$ cat src/rtl/axis_arb_mux_2to1.sv
// rtl/axis_arb_mux_2to1.sv - packet-aware round-robin 2:1 stream arbiter
// with a registered output and a one-entry skid buffer.
module axis_arb_mux_2to1 #(
  parameter int WIDTH = 16
) (
  input  logic             clk,
  input  logic             rst,
  input  logic [WIDTH-1:0] data_0,
  input  logic             valid_0,
  input  logic             last_0,
  output logic             ready_0,
  input  logic [WIDTH-1:0] data_1,
  input  logic             valid_1,
  input  logic             last_1,
  output logic             ready_1,
  output logic [WIDTH-1:0] data,
  output logic             valid,
  output logic             last,
  input  logic             ready,
  output logic             grant,
  output logic             busy
);

  typedef enum logic {IDLE, LOCK} state_t;

  state_t           state, state_nxt;
  logic             grant_nxt;
  logic             prev_grant;

  logic             skid_full;
  logic [WIDTH-1:0] skid_data;
  logic             skid_last;

  logic [WIDTH-1:0] in_data;
  logic             in_valid;
  logic             in_last;
  logic             in_ready;
  logic             accept;

  // Upstream ready depends only on registered state, never on downstream ready.
  always_comb begin
    in_data  = grant ? data_1  : data_0;
    in_valid = grant ? valid_1 : valid_0;
    in_last  = grant ? last_1  : last_0;
    in_ready = (state == LOCK) && !skid_full && !rst;
    ready_0  = in_ready && !grant;
    ready_1  = in_ready && grant;
    accept   = in_valid && in_ready;
  end

  always_comb begin
    state_nxt = state;
    grant_nxt = grant;
    case (state)
      IDLE: begin
        if (valid_0 && valid_1) begin
          grant_nxt = ~prev_grant;
          state_nxt = LOCK;
        end else if (valid_0) begin
          grant_nxt = 1'b0;
          state_nxt = LOCK;
        end else if (valid_1) begin
          grant_nxt = 1'b1;
          state_nxt = LOCK;
        end
      end
      LOCK: begin
        if (accept && in_last) begin
          state_nxt = IDLE;
        end
      end
      default: state_nxt = IDLE;
    endcase
  end

  always_ff @(posedge clk) begin
    if (rst) begin
      state      <= IDLE;
      grant      <= 1'b0;
      prev_grant <= 1'b1;
    end else begin
      state <= state_nxt;
      grant <= grant_nxt;
      if (accept && in_last) begin
        prev_grant <= grant;
      end
    end
  end

  always_ff @(posedge clk) begin
    if (rst) begin
      valid     <= 1'b0;
      data      <= '0;
      last      <= 1'b0;
      skid_full <= 1'b0;
      skid_data <= '0;
      skid_last <= 1'b0;
    end else if (!valid || ready) begin
      if (skid_full) begin
        valid     <= 1'b1;
        data      <= skid_data;
        last      <= skid_last;
        skid_full <= 1'b0;
      end else if (accept) begin
        valid <= 1'b1;
        data  <= in_data;
        last  <= in_last;
      end else begin
        valid <= 1'b0;
      end
    end else if (accept) begin
      // Output stalled: park the beat that was already accepted upstream.
      skid_full <= 1'b1;
      skid_data <= in_data;
      skid_last <= in_last;
    end
  end

  assign busy = (state == LOCK);

endmodule

$ cat config.mk
export PLATFORM = sky130hd
export DESIGN_NAME = axis_arb_mux_2to1
export DESIGN_NICKNAME = d
export VERILOG_FILES = /design/src/rtl/axis_arb_mux_2to1.sv
export SDC_FILE = /design/constraint.sdc
export NUM_CORES = 1
export LEC_CHECK = 0
export BUFFER_PORTS_ARGS = -buffer_cell sky130_fd_sc_hd__buf_2
export CELL_PAD_IN_SITES_DETAIL_PLACEMENT = 1
export CELL_PAD_IN_SITES_GLOBAL_PLACEMENT = 1
export CORE_AREA = 2 2 72 74
export CTS_CLUSTER_SIZE = 16
export DETAILED_ROUTE_END_ITERATION = 6
export DIE_AREA = 0 0 74 76
export GPL_TIMING_DRIVEN = 1
export PLACE_DENSITY_LB_ADDON = 0.1
export SYNTH_ARGS = -nofsm -noshare
export SYNTH_HDL_FRONTEND = slang
export SYNTH_SLANG_ARGS = --single-unit
$ cat constraint.sdc
create_clock -name clk -period 2.53 [get_ports clk]
set_input_delay 0.6325 -clock clk [delete_from_list [all_inputs] [get_ports clk]]
set_output_delay 0.6325 -clock clk [all_outputs]
set_load 0.02 [all_outputs]
==> metrics.md <==
| Metric | Value |
|---|---|
| Run status | `completed` |
| Core Area | `4910 um^2` |
| Mux cell area share after synthesis | `0.185` |
| Total die area | `approximately 5600 um^2` |
| Pwr Density | `573 nW/um^2` |
| Clk pin slew, worst setup/hold paths | `~0.070 ns` |
| Slew @ Worst Pin | `about 0.63 ns` |
| DP HPWL | `3230 um` |
| Initial core utilization | `0.372` |
| CTS tree | `done` |
| Die height | `about 76 um` |
| Mean post-synth cell area | `9.08 um^2` |
| TNS Setup | `0 ns` |
| Crit. End Element | `output port` |
| Post-CTS Setup Repair Bufs | `0` |
| Max Buffers Root-to-Sink | `2` |
| Total Routing Usage GR | `0.168` |
| Part of the Yosys area used for sequential elements | `0.428` |
| Via count | `between 1500 and 2000` |
| Min-delay worst type | `reg2reg` |
| Cell count of the worst reg-to-reg path | `4` |
| Final Cell Area | `2290 um^2` |
| Total power | `1.31 mW` |
| Min Tclk post-route | `2.03 ns` |
| Compound-Gate Fraction of Synth Area | `0.180` |
| DRT Pass-1 Iters | `4` |
| Area post-placement | `about 2200 um^2` |
| Max rail drop VDD | `220 uV` |
| WP buf/inv | `2` |
| Gr ovfl total | `0` |
| Fin. max-slew vios | `0` |
| Die Width | `74 um` |
| H-tree Lvls | `2` |
| Hold_sp | `skid_data[13]` |
| Crit path cell chain | `buf_2 -> or3b_4 -> nor2_1 -> buf_2` |
| Register area | `781 um^2` |
| Clock root buffer | `clkbuf_8` |
| CTS Buf Count | `5` |
| TritonCTS Sinks | `39` |
| Synthesized Nets | `240` |
| Filler cells | `594` |
| Initial DRC count | `74` |
| Yosys top cell by area | `dfxtp_1` |
| ANT cells | `0` |
| CP arrival | `1.40 ns` |
| CP max FO | `5` |
| Port Buffers | `60` |
| Synth unique cells | `29` |
| Synth warnings | `0` |
| Worst r2r dst | `data[13]` |
| Hold Crit Depth | `2` |
| Total I/O pin count | `61` |
| Slew headroom | `0.582` |
| Largest stage delay, worst path | `0.40 ns` |
| Area grow syn2layout | `25.3%` |
| Post-Synth Simple-Gate Area | `0.156` |
| RSZ-0062 raised after global routing | `no` |
| Largest family of logic cells by synthesized area | `multiplexers` |
| GP Congestion | `0.718` |
| Initial antenna violation count | `0` |
| XOR/XNOR Fraction of Synth Area | `0` |
| Row cnt | `26` |
| Mapped Area | `between 1500 and 2000 um^2` |
| DR DRC count | `0` |
| DRT antenna net count | `0` |
| Slowest CP cell | `or3b_4` |
| Worst R2R Setup Slack | `approximately 0.65 ns` |
| Psw | `approximately 0.31 mW` |
| # hold bufs at CTS | `0` |
| DRT Wirelength | `4640 um` |
| Clock power share | `0.375` |
| # setup viols final | `0` |
| Fmax | `491 MHz` |
| # nets final | `roughly 300` |
| Synth area leaders | `dfxtp_1 (43%), mux2i_1 (9.9%), mux2_2 (8.6%), a31o_2 (6.7%), nand2_1 (6.4%)` |
| Worst r2r src | `skid_full` |
| First-pass GRT wire length | `7450 um` |
| Cell mode on critical path | `buf_2` |
| Sw Share | `0.237` |
| CP Depth | `4` |
| Final Hold Viols | `0` |
| CP Data Required Time | `1.90 ns` |
| Hold endpoint | `skid_data[13]` |
| Worst setup SP type | `primary input` |
| Vias per cell | `5.02` |
| Adder-cell area share of the yosys netlist | `0` |
| Number of global-route vias before repair | `1583` |
| Multi-input gate area | `956 um^2` |
| Top delay family on crit path | `simple AND/OR/NAND/NOR gates` |
| Sequential Power Share | `0.487` |
| WS Path Type | `in2out` |
| Comb pwr share | `0.138` |
| Layout cells sized above 1 | `0.406` |
| Flops & latches, synth | `39` |
| DR WL/cell | `14.2 um` |
| PostCTS Resize Cnt | `0` |
| Internal power | `1.00 mW` |
| Yosys top cell area share | `0.428` |
| Syn Inst Count | `201` |
| Clock Skew | `0.00337 ns` |
| MaxCap Viol Count | `0` |
| Clk_lat worst skew | `0.28 ns` |
| Leakage | `1.02 nW` |
| Largest net degree at the start of global routing | `40` |
| Fin crit share | `0.804` |
## logic make-up after synthesis
group | Yosys count
simple gates | 61
flops | 39
mux | 32
compound gates | 47
buf+inv | 22
## cell usage after synthesis
cell type	instances
dfxtp_1	39
nand2_1	31
a21oi_1	18
mux2i_1	18
a31o_2	14
mux2_2	14
nor4_1	14
buf_2	9
clkbuf_1	9
nor2_1	8
a211oi_1	3
o211ai_1	3
o31ai_1	3
inv_1	2
nor3_1	2
a21bo_2	1
a21o_1	1
a31oi_1	1
clkinv_1	1
inv_2	1
nand2b_1	1
nand3_1	1
nor2b_1	1
o21ai_0	1
o311a_1	1
o31a_1	1
or2_1	1
or3_1	1
or3b_4	1
## layer usage
| metal | global-route usage | vias to the layer above | wire [um] | part of all wire |
|---|---|---|---|---|
| met5 | 0 | - | 0 | 0 |
| met2 | 0.295 | 40 | 2270 | 0.49 |
| met4 | 0.0382 | 0 | 45 | 0.0097 |
| li1 | - | 836 | - | - |
| met1 | 0.206 | 756 | 2130 | 0.46 |
| met3 | 0.0357 | 6 | 196 | 0.042 |
## per-stage QoR
stage               setup slack (ns)  hold WS [ns]   util  instances
floorplan                      0.589         0.436      -        201
global placement               0.307         0.442  0.445        319
detailed placement             0.290         0.448  0.445        319
CTS                            0.469         0.458  0.466        326
global route                   0.374         0.485  0.466        326
finish                         0.495         0.455  0.466        326
## sequential cells by signal, summed over array words and instances (netlist names)
| register | cells |
|---|---|
| skid_full | 1 |
| skid_last | 1 |
| skid_data | 16 |
| last | 1 |
| valid | 1 |
| grant | 1 |
| data | 16 |
| busy | 1 |
| prev_grant | 1 |
## worst min-delay path, cell delays in order (launching register included)
cell,delay [ns]
dfxtp_1,0.31
nand2_1,0.05
a21oi_1,0.05
## worst max path at each step
stage | from | to | slack, ns
after floorplan | rst | ready_0 | 0.59
after global placement | rst | data[8] | 0.31
after detailed placement | rst | data[13] | 0.29
after CTS | grant | ready_1 | 0.47
after global routing | grant | ready_1 | 0.37
final | rst | ready_0 | 0.50
## power by group through the flow
stage	Clock, mW	Sequential [mW]	Combinational, mW
3_3_place_gp	0	0.653	0.180
5_1_grt	0.532	0.640	0.199
2_1_floorplan	0	0.668	0.0981
3_5_place_dp	0	0.653	0.183
6_report	0.492	0.638	0.181
4_1_cts	0.512	0.638	0.183
## final cells by class
| class | count | share of cell area |
|---|---|---|
| inverter | 4 | 0.00656 |
| timing repair buffer | 66 | 0.151 |
| tap | 70 | 0.0383 |
| sequential | 39 | 0.341 |
| multi-input combinational | 140 | 0.418 |
| clock inverter | 1 | 0.0131 |
| clock buffer | 6 | 0.0317 |
## layout by cell type, fill, tap and decap left out, drive strengths merged
master | Yosys | final
bufinv | 0 | 1
or3 | 1 | 1
nor3 | 2 | 2
mux2i | 18 | 18
nand2b | 1 | 1
a31oi | 1 | 1
nor4 | 14 | 14
a31o | 14 | 14
nand2 | 31 | 31
nand3 | 1 | 1
o21ai | 1 | 1
a21bo | 1 | 1
nor2 | 8 | 8
or3b | 1 | 1
clkbuf | 9 | 6
a21oi | 18 | 18
o31a | 1 | 1
nor2b | 1 | 1
mux2 | 14 | 14
inv | 3 | 3
o31ai | 3 | 3
buf | 9 | 66
a21o | 1 | 1
o311a | 1 | 1
o211ai | 3 | 3
clkinv | 1 | 1
dfxtp | 39 | 39
a211oi | 3 | 3
or2 | 1 | 1
No activity file was read; power rests on OpenSTA's default activity.
